--- src/rtl/vga_bounce_render_pkg.sv ---
// Shared VGA constants and 3-3-2 colour types for the bounce renderer.
// Supplies default resolution, colour field widths and axis direction type.
package vga_bounce_render_pkg;

    localparam int VGA_RES_H = 1920;
    localparam int VGA_RES_V = 1080;
    localparam int VGA_R_W   = 3;
    localparam int VGA_G_W   = 3;
    localparam int VGA_B_W   = 2;

    typedef enum logic {
        DIR_POS = 1'b0,
        DIR_NEG = 1'b1
    } dir_e;

    typedef struct packed {
        logic [VGA_R_W-1:0] r;
        logic [VGA_G_W-1:0] g;
        logic [VGA_B_W-1:0] b;
    } rgb_t;

    localparam rgb_t RGB_WHITE = '{r: '1, g: '1, b: '1};
    localparam rgb_t RGB_BLACK = '{r: '0, g: '0, b: '0};

endpackage

--- src/rtl/vga_bounce_render_axis.sv ---
// One motion axis of the bouncing box: position, direction, step and clamp.
// Ports: clk_i, rst_ni, tick_i (frame update), freeze_i, speed_i (step-1), pos_o.
module vga_bounce_axis
    import vga_bounce_render_pkg::*;
#(
    parameter int RES   = 1920,
    parameter int BOX   = 64,
    parameter int CNT_W = 13
) (
    input  logic             clk_i,
    input  logic             rst_ni,
    input  logic             tick_i,
    input  logic             freeze_i,
    input  logic [2:0]       speed_i,
    output logic [CNT_W-1:0] pos_o
);

    localparam int LIM = RES - BOX;

    logic [CNT_W-1:0] pos_q, pos_d;
    dir_e             dir_q, dir_d;
    logic [CNT_W:0]   step;
    logic [CNT_W:0]   sum;
    logic [CNT_W:0]   lim_w;

    // One extra bit keeps pos + step from wrapping near the far edge.
    assign step  = {{(CNT_W-2){1'b0}}, speed_i} + (CNT_W+1)'(1);
    assign sum   = {1'b0, pos_q} + step;
    assign lim_w = (CNT_W+1)'(LIM);

    always_comb begin
        pos_d = pos_q;
        dir_d = dir_q;
        if (tick_i && !freeze_i) begin
            if (dir_q == DIR_POS) begin
                if (sum >= lim_w) begin
                    pos_d = lim_w[CNT_W-1:0];
                    dir_d = DIR_NEG;
                end else begin
                    pos_d = sum[CNT_W-1:0];
                end
            end else begin
                if ({1'b0, pos_q} <= step) begin
                    pos_d = '0;
                    dir_d = DIR_POS;
                end else begin
                    pos_d = pos_q - step[CNT_W-1:0];
                end
            end
        end
    end

    always_ff @(posedge clk_i or negedge rst_ni) begin
        if (!rst_ni) begin
            pos_q <= '0;
            dir_q <= DIR_POS;
        end else begin
            pos_q <= pos_d;
            dir_q <= dir_d;
        end
    end

    assign pos_o = pos_q;

endmodule

--- src/rtl/vga_bounce_render.sv ---
// Two-stage pixel colour pipe drawing a bouncing box over a checker background.
// In: PIXEL_CLK, RST_N, cnt_x/cnt_y, active_in, hsync_in, vsync_in, speed,
// color, freeze. Out: vgaRed/vgaGreen/vgaBlue, Hsync, Vsync, frame_tick.
// Optional white screen border when VGA_BORDER_EN is defined.
module vga_bounce_render
    import vga_bounce_render_pkg::*;
#(
    parameter int RES_H = VGA_RES_H,
    parameter int RES_V = VGA_RES_V,
    parameter int BOX_W = 64,
    parameter int BOX_H = 64,
    parameter int CNT_W = 13
) (
    input  logic             PIXEL_CLK,
    input  logic             RST_N,
    input  logic [CNT_W-1:0] cnt_x,
    input  logic [CNT_W-1:0] cnt_y,
    input  logic             active_in,
    input  logic             hsync_in,
    input  logic             vsync_in,
    input  logic [2:0]       speed,
    input  logic [7:0]       color,
    input  logic             freeze,
    output logic [2:0]       vgaRed,
    output logic [2:0]       vgaGreen,
    output logic [1:0]       vgaBlue,
    output logic             Hsync,
    output logic             Vsync,
    output logic             frame_tick
);

    logic [CNT_W-1:0] box_x;
    logic [CNT_W-1:0] box_y;

    // Frame edge detection
    logic vs_prev_q;
    logic primed_q;
    logic tick_q;
    logic rise;

    // The first clock after reset only loads vs_prev, so a vsync that is
    // already high when reset releases is not mistaken for an edge.
    assign rise = primed_q & vsync_in & ~vs_prev_q;

    always_ff @(posedge PIXEL_CLK or negedge RST_N) begin
        if (!RST_N) begin
            vs_prev_q <= 1'b0;
            primed_q  <= 1'b0;
            tick_q    <= 1'b0;
        end else begin
            vs_prev_q <= vsync_in;
            primed_q  <= 1'b1;
            tick_q    <= rise;
        end
    end

    assign frame_tick = tick_q;

    vga_bounce_axis #(
        .RES   (RES_H),
        .BOX   (BOX_W),
        .CNT_W (CNT_W)
    ) u_axis_x (
        .clk_i    (PIXEL_CLK),
        .rst_ni   (RST_N),
        .tick_i   (tick_q),
        .freeze_i (freeze),
        .speed_i  (speed),
        .pos_o    (box_x)
    );

    vga_bounce_axis #(
        .RES   (RES_V),
        .BOX   (BOX_H),
        .CNT_W (CNT_W)
    ) u_axis_y (
        .clk_i    (PIXEL_CLK),
        .rst_ni   (RST_N),
        .tick_i   (tick_q),
        .freeze_i (freeze),
        .speed_i  (speed),
        .pos_o    (box_y)
    );

    // Stage 1: box hit test and checker
    logic [CNT_W:0] x_end;
    logic [CNT_W:0] y_end;
    logic           in_box;
    logic           bg;

    assign x_end  = {1'b0, box_x} + (CNT_W+1)'(BOX_W);
    assign y_end  = {1'b0, box_y} + (CNT_W+1)'(BOX_H);
    assign in_box = (cnt_x >= box_x) && ({1'b0, cnt_x} < x_end)
                 && (cnt_y >= box_y) && ({1'b0, cnt_y} < y_end);
    assign bg     = cnt_x[5] ^ cnt_y[5];

    logic act1_q, hs1_q, vs1_q, box1_q, bg1_q;

`ifdef VGA_BORDER_EN
    logic on_edge;
    logic edge1_q;

    assign on_edge = (cnt_x == '0) || (cnt_x == CNT_W'(RES_H-1))
                  || (cnt_y == '0) || (cnt_y == CNT_W'(RES_V-1));

    always_ff @(posedge PIXEL_CLK or negedge RST_N) begin
        if (!RST_N) begin
            edge1_q <= 1'b0;
        end else begin
            edge1_q <= on_edge;
        end
    end
`endif

    always_ff @(posedge PIXEL_CLK or negedge RST_N) begin
        if (!RST_N) begin
            act1_q <= 1'b0;
            hs1_q  <= 1'b0;
            vs1_q  <= 1'b0;
            box1_q <= 1'b0;
            bg1_q  <= 1'b0;
        end else begin
            act1_q <= active_in;
            hs1_q  <= hsync_in;
            vs1_q  <= vsync_in;
            box1_q <= in_box;
            bg1_q  <= bg;
        end
    end

    // Stage 2: colour mux
    rgb_t rgb_d, rgb_q;
    logic hs2_q, vs2_q;

    always_comb begin
        rgb_d = RGB_BLACK;
        if (act1_q) begin
`ifdef VGA_BORDER_EN
            if (edge1_q) rgb_d = RGB_WHITE;
            else
`endif
            if (box1_q) rgb_d = rgb_t'(color);
            else rgb_d = '{r: '0, g: '0, b: {1'b0, bg1_q}};
        end
    end

    always_ff @(posedge PIXEL_CLK or negedge RST_N) begin
        if (!RST_N) begin
            rgb_q <= RGB_BLACK;
            hs2_q <= 1'b0;
            vs2_q <= 1'b0;
        end else begin
            rgb_q <= rgb_d;
            hs2_q <= hs1_q;
            vs2_q <= vs1_q;
        end
    end

    assign vgaRed   = rgb_q.r;
    assign vgaGreen = rgb_q.g;
    assign vgaBlue  = rgb_q.b;
    assign Hsync    = hs2_q;
    assign Vsync    = vs2_q;

endmodule

--- config.mk ---
export PLATFORM = sky130hd
export DESIGN_NAME = vga_bounce_render
export DESIGN_NICKNAME = d
export VERILOG_FILES = /design/src/rtl/vga_bounce_render_pkg.sv /design/src/rtl/vga_bounce_render_axis.sv /design/src/rtl/vga_bounce_render.sv
export SDC_FILE = /design/constraint.sdc
export NUM_CORES = 1
export LEC_CHECK = 0
export CAP_MARGIN = 40
export CORE_MARGIN = 3
export CORE_UTILIZATION = 52
export CTS_BUF_LIST = sky130_fd_sc_hd__clkbuf_16
export DETAILED_ROUTE_END_ITERATION = 12
export PLACE_DENSITY = 0.74
export SYNTH_ARGS = -nofsm -noshare
export SYNTH_HDL_FRONTEND = slang
export SYNTH_HIERARCHICAL = 1
export SYNTH_SLANG_ARGS = --single-unit
--- constraint.sdc ---
create_clock -name PIXEL_CLK -period 3.52 [get_ports PIXEL_CLK]
set_input_delay 0.704 -clock PIXEL_CLK [delete_from_list [all_inputs] [get_ports PIXEL_CLK]]
set_output_delay 0.704 -clock PIXEL_CLK [all_outputs]
set_load 0.02 [all_outputs]
==> results.ini, run 1 <==
[run_status]
status=complete, no violations

[sta]
final_max_slew_viol_count=0
rsz0062_at_grt=false
fin_crit_sh=0.936
hold_viol=0
timing.slew.headroom=0.408
worst_pin_slew_ns=0.886
finalSetupViolCount=0
max_freq_mhz=303
period_needed_ns=3.30
fin_skew_ns=0.00540

[synthesis]
ys.flop_type=dfrtp_1
synth_top_family_by_area=compound AO/OA/AOI/OAI gates
avgSynthCellArea_um2=8.38
synth_edf_count=0
yosys_warnings=6
synth_seq_cells=45
synth-async-reset-ratio=1.00
synth_mux_area_frac=0.00209
synthSimpleGateAreaFrac=0.217
ys_seq_area_frac=0.235
syn-cell-area_mm2=0.00479
synthCells=572
synth-xor-area-share=0.0384
synth_compound_area_frac=0.257
syn_nets=681
synth_fa_ha_area_frac=0.178
synth_cell_types=83

[cells_and_area]
num_antenna_cells=0
multi_input_area_mm2=0.00337
num-nets-final=783
final_cell_mix=63 x buf_4, 60 x ha_1, 52 x inv_1
area_growth_pct=24.9
fin_area_mm2=0.00599
fillers=731
final_common_cell=buf_4
drive_gt1_frac=0.156
seqCellArea_mm2=0.00113

[setup_path]
slowest_delay_ns=0.62
path_buf_inv=2
worstPathCellList=clkdlybuf4s50_1 > nand3_1 > ha_1 > buf_4 > nor2b_1 > a211oi_1 > xnor2_1 > nor4_1 > nor2_1 > a221o_1
start_kind=input pin
cp.required_ns=3.69
worstPathArrival_ns=3.46
crit_type=input pin to flip-flop
end_kind=flip-flop
path_delay_family=simple AND/OR/NAND/NOR gates
slowest_stage=clkdlybuf4s50_1
path_max_fanout=12

[power]
comb_power_share=0.557
ir_worst_vdd_v=0.000296
p_switching_mw=1.09
p_leak_nw=2.68
internal_power_mw=1.54
p_per_area_mw_per_mm2=439
pwr-share-seq=0.274
pwr-share-clk=0.169
power_mw=2.63
p_sw_frac=0.415

[grt]
antenna_found_initial=0
grt_usage=0.262
grt_pass1_wl_um=22300
first_global_vias=4656
gr-total-overflow=0
grt_max_degree=35

[floorplanning]
io_pins=54
fp.dieH_um=102
core_area_mm2=0.00885
start_util=0.542
die-area_mm2=0.0104
die_w_um=102
rows=34

[drt]
dr_total_vias=4732
route.detailed.drc=0
ant_nets=0
drtIter0Drc=249
wire_per_inst_um=17.1
viasPerCell=6.04
drt-pass1-iter-count=5
finalWirelength_um=13400

[cts]
insertion_delay_ns=0.28
numCtsBuffers=5
clock_path_buffers=2
cts_sinks=45
clk_pin_slew_worst_paths_ns=0.06
cts-root-buf=clkbuf_16
post-cts-setup-buffers=0
htree_levels=2
cts_tree=built

[place]
placed_area_mm2=0.00581
port_buffers=53
dp_hpwl_um=10400
gp_congestion=0.943

[job]
cap_violations=0

[hold_path]
hp-class=input pin to async pin

-- area by class of cell --
class / count / area share
Timing Repair Buffer: 117 / 0.171
Multi-Input combinational cell: 452 / 0.562
Clock inverter: 3 / 0.00209
Clock buffer: 5 / 0.0209
Sequential cell: 45 / 0.188
Inverter: 53 / 0.0332
Tap cell: 108 / 0.0226
-- cells in the mapped netlist (all sizes together) (4+ instances only) --
cell type / number / area, um2
ha: 62 / 776
inv: 53 / 199
dfrtp: 45 / 1130
a21oi: 41 / 209
nand2: 40 / 153
o21ai: 35 / 175
nor2: 33 / 124
nand3: 26 / 130
nor3: 15 / 75.1
xnor2: 15 / 131
nor2b: 14 / 87.6
buf: 13 / 105
o211ai: 12 / 90.1
and3: 11 / 73.8
a21o: 10 / 75.1
a211oi: 9 / 87.6
clkbuf: 9 / 35.0
a31oi: 8 / 56.3
nand2b: 8 / 50.1
o31ai: 7 / 52.6
a211o: 6 / 52.6
nand4: 6 / 37.5
or3: 6 / 45.0
xor2: 6 / 52.6
nor4: 5 / 67.6
or4: 5 / 45.0
a2111oi: 4 / 47.6
a22oi: 4 / 35.0
and2: 4 / 25.0
fa: 4 / 80.1
-- layer usage --
metal | vias up | wire length, um | part of all wire | GRT usage
met4 | 0 | 105 | 0.0079 | 0.0555
met5 | - | 0 | 0 | 0
met2 | 168 | 6420 | 0.48 | 0.443
li1 | 2307 | - | - | -
met1 | 2245 | 5940 | 0.44 | 0.362
met3 | 12 | 904 | 0.068 | 0.0307
-- worst paths after layout --
kind                                         from                 end  slack (ns)  cells after the start
worst max-delay path                     speed[2]   u_axis_y/pos_o[2]        0.22                     10
worst min-delay path                        RST_N  u_axis_y/pos_o[12]        0.31                      1
worst max register to register  u_axis_y/pos_o[0]   u_axis_y/pos_o[4]        0.74                      8
worst min register to register              hs1_q               Hsync        0.35                      0
max in group asynchronous                   RST_N               Vsync        2.72                      2
min in group PIXEL_CLK                      hs1_q               Hsync        0.35                      0
-- worst reg2reg max path, delay by kind of cell, from the launching register on --
kind | cells | cell delay (ns)
adders and majority gates | 2 | 0.62
AOI/OAI and AO/OA | 3 | 0.49
and+or+nand+nor | 3 | 1.06
DFF | 1 | 0.43
-- power by group through the flow --
stage               clock [mW]  combinational (mW)  sequential, mW
CTS                      0.460                1.43           0.718
detailed placement           0                1.42           0.727
global placement             0                1.37           0.721
floorplan                    0               0.931           0.660
global route             0.483                1.62           0.739
finish                   0.444                1.46           0.720
-- through the flow --
| step | hold WS [ns] | worst slack [ns] | cells | utilization | setup TNS (ns) |
|---|---|---|---|---|---|
| after floorplan | 0.331 | 0.411 | 572 | - | 0 |
| after global placement | 0.332 | -0.0884 | 774 | 0.654 | -0.576 |
| after detailed placement | 0.336 | -0.232 | 775 | 0.656 | -2.64 |
| after CTS | 0.317 | 0.0653 | 783 | 0.672 | 0 |
| after global routing | 0.333 | 0.0933 | 783 | 0.677 | 0 |
| final | 0.309 | 0.225 | 783 | 0.677 | 0 |
-- sequential cells by signal (all words and copies together) (netlist names) --
name / count
u_axis_x/dir_q: 1
bg1_q: 1
Vsync: 1
frame_tick: 1
vs1_q: 1
u_axis_y/dir_q: 1
vgaGreen: 3
Hsync: 1
vgaRed: 3
u_axis_x/pos_o: 13
primed_q: 1
box1_q: 1
u_axis_y/pos_o: 13
hs1_q: 1
act1_q: 1
vgaBlue: 2
-- logic make-up after synthesis --
group,after synthesis
other cells,1
simple gates,188
flops,45
mux,1
xor+xnor,21
fa+ha+maj,66
buf+inv,75
compound gates,175
-- repair_timing --
action                                  4_1_cts  5_1_grt
endpoints found under the setup margin        0       13
endpoints found under the hold margin         0        0
gates resized for setup                       0        8
hold buffers                                  0        0
(Power assumes the default switching activity.)
==> run 2, diff against run 1 <==
--- a/config.mk
+++ b/config.mk
@@ -6,7 +6,6 @@
 export NUM_CORES = 1
 export LEC_CHECK = 0
 export CAP_MARGIN = 40
-export CORE_MARGIN = 3
 export CORE_UTILIZATION = 52
 export CTS_BUF_LIST = sky130_fd_sc_hd__clkbuf_16
 export DETAILED_ROUTE_END_ITERATION = 12
==> run 2 against run 1 <==
Fmax fell by 2.6%; final cell count fell by 0.89%; sequential cell count unchanged; clock-buffer cell count unchanged; clock power grew 18%; first-iteration DRC count up 40%; critical path type unchanged; the run now ends with design-rule violations left; global-route usage rose by 1.5 points; core utilization grew 0.17 points; largest power group unchanged; worst hold slack gained 0.042 ns; wire length decreased by 0.99%.
==> results.ini, run 2 (same netlist as run 1, synthesis figures left out) <==
[setup_path]
path_buf_inv=1  ; was 2
cp.required_ns=3.68  ; was 3.69 ns
worstPathCellList=clkdlybuf4s50_1 > ha_1 > fa_1 > and3b_1 > or3_1 > a21oi_1 > o21ai_1 > a2111oi_2 > nor3_1  ; was clkdlybuf4s50_1 > nand3_1 > ha_1 > buf_4 > nor2b_1 > a211oi_1 > xnor2_1 > nor4_1 > nor2_1 > a221o_1
crit_end=u_axis_y/pos_o[7]  ; was u_axis_y/pos_o[2]
start_kind=input pin  ; unchanged
slowest_delay_ns=0.46  ; was 0.62 ns
path_delay_family=compound AO/OA/AOI/OAI gates  ; was simple AND/OR/NAND/NOR gates
crit_path_start=speed[1]  ; was speed[2]
path_max_fanout=5  ; was 12
rrSetupSlack_ns=0.71  ; was 0.74 ns
slowest_stage=fa_1  ; was clkdlybuf4s50_1
end_kind=flip-flop  ; unchanged
crit_type=input pin to flip-flop  ; unchanged
reg2reg_depth=8  ; unchanged
r2r_start=u_axis_y/pos_o[0]  ; unchanged
path_depth=9  ; was 10
worstPathArrival_ns=3.54  ; was 3.46 ns
r2r_end=u_axis_y/pos_o[7]  ; was u_axis_y/pos_o[4]

[grt]
gr-total-overflow=0  ; unchanged
grt_use_met3=0.0301  ; was 0.0307
grtUsageMet1=0.373  ; was 0.362
grt_use_met2=0.478  ; was 0.443
antenna_found_initial=0  ; unchanged
grt_max_degree=33  ; was 35
grt_usage=0.277  ; was 0.262
busiest_layer=met2  ; unchanged
grt_pass1_wl_um=21700  ; was 22,300 um
first_global_vias=4645  ; was 4,656

[run_status]
status=finished, violations left  ; was complete, no violations
violations=design-rule violations

[power]
p_per_area_mw_per_mm2=449  ; was 439 mW/mm2
power_mw=2.68  ; was 2.63 mW
pwr-share-seq=0.271  ; was 0.274
p_sw_frac=0.410  ; was 0.415
p_switching_mw=1.10  ; was 1.09 mW
comb_power_share=0.535  ; was 0.557
internal_power_mw=1.58  ; was 1.54 mW
ir_worst_vdd_v=0.000261  ; was 0.000296 V
pwr-share-clk=0.195  ; was 0.169
p_leak_nw=2.65  ; was 2.68 nW

[cts]
insertion_delay_ns=0.28  ; about the same
cts_sinks=45  ; unchanged
htree_levels=2  ; unchanged
cts-root-buf=clkbuf_16  ; unchanged
numCtsBuffers=5  ; unchanged
clock_path_buffers=2  ; unchanged
hold_buffers=0  ; unchanged
cts_tree=built  ; unchanged
clk_pin_slew_worst_paths_ns=0.06  ; about the same

[sta]
period_needed_ns=3.38  ; was 3.30 ns
fin_setup_tns_ns=0  ; unchanged
timing.slew.headroom=0.444  ; was 0.408
fin_crit_sh=0.961  ; was 0.936
worst_pin_slew_ns=0.832  ; was 0.886 ns
finalSetupViolCount=0  ; unchanged
holdWs_ns=0.351  ; was 0.309 ns
fin_skew_ns=0.00483  ; was 0.00540 ns
max_freq_mhz=296  ; was 303 MHz
rsz0062_at_grt=false  ; unchanged
layout_setup_ws_ns=0.137  ; was 0.225 ns
hold_viol=0  ; unchanged
final_max_slew_viol_count=0  ; unchanged

[drt]
route.detailed.drc=7  ; was 0
viasPerCell=6.23  ; was 6.04
finalWirelength_um=13200  ; was 13,400 um
drtIter0Drc=349  ; was 249
wire_per_inst_um=17.1  ; about the same
drt-pass1-iter-count=9  ; was 5
ant_nets=0  ; unchanged
dr_total_vias=4833  ; was 4,732

[place]
port_buffers=53  ; unchanged
gp_congestion=0.960  ; was 0.943
dp_hpwl_um=10400  ; about the same
pre_cts_ws_ns=-0.334  ; was -0.232 ns

[cells_and_area]
num-nets-final=777  ; was 783
seqCellArea_mm2=0.00113  ; unchanged
final_cell_mix=62 x ha_1, 58 x buf_4, 52 x inv_1  ; was 63 x buf_4, 60 x ha_1, 52 x inv_1
area_growth_pct=24.6  ; was 24.9%
drive_gt1_frac=0.153  ; was 0.156
num_antenna_cells=0  ; unchanged
multi_input_area_mm2=0.00339  ; was 0.00337 mm2
final_common_cell=ha_1  ; was buf_4
fillers=738  ; was 731

[floorplanning]
io_pins=54  ; unchanged
die_w_um=98.0  ; was 102 um
rows=34  ; unchanged
die-area_mm2=0.00961  ; was 0.0104 mm2
core_area_mm2=0.00881  ; was 0.00885 mm2
fp.dieH_um=98.0  ; was 102 um
start_util=0.544  ; was 0.542

[job]
cap_violations=0  ; unchanged

[hold_path]
hp-class=flip-flop to flip-flop  ; was input pin to async pin

-- run 2: what timing repair did --
action / in CTS / in global routing
setup buffers: 0 / 0
setup endpoints to repair: 1 / 21
pin swaps: 0 / 1
endpoints found under the hold margin: 0 / 0
resized for setup: 1 / 11
-- run 2: final cells by class --
class	instances	share of cell area
Multi-Input combinational cell	452	0.568
Clock inverter	2	0.00586
Inverter	53	0.0333
Timing Repair Buffer	111	0.161
Clock buffer	5	0.0209
Tap cell	108	0.0226
Sequential cell	45	0.188
-- run 2: per-stage QoR --
step	instance area (um2)	cells	utilization
floorplan	4790	572	-
global placement	5750	769	0.653
detailed placement	5750	769	0.653
CTS	5920	776	0.672
global route	5980	776	0.679
finish	5980	776	0.679
-- run 2: power by group through the flow --
stage	combinational (mW)	clock, mW	sequential (mW)
2_1_floorplan	0.931	0	0.660
3_3_place_gp	1.32	0	0.726
3_5_place_dp	1.36	0	0.731
4_1_cts	1.38	0.528	0.722
5_1_grt	1.58	0.550	0.740
6_report	1.43	0.522	0.725
-- run 2: worst min path at each step --
| stage | startpoint | end | slack, ns | cells after the start |
|---|---|---|---|---|
| 2_1_floorplan | hs1_q | Hsync | 0.33 | 0 |
| 3_3_place_gp | hs1_q | Hsync | 0.33 | 0 |
| 3_5_place_dp | hs1_q | Hsync | 0.34 | 0 |
| 4_1_cts | hs1_q | Hsync | 0.35 | 0 |
| 5_1_grt | hs1_q | Hsync | 0.35 | 0 |
| 6_report | hs1_q | Hsync | 0.35 | 0 |
-- run 2: layer usage --
layer / up-vias / part of all wire
met5: - / 0
met4: 0 / 0.013
met3: 16 / 0.075
met2: 215 / 0.48
met1: 2297 / 0.43
li1: 2305 / -
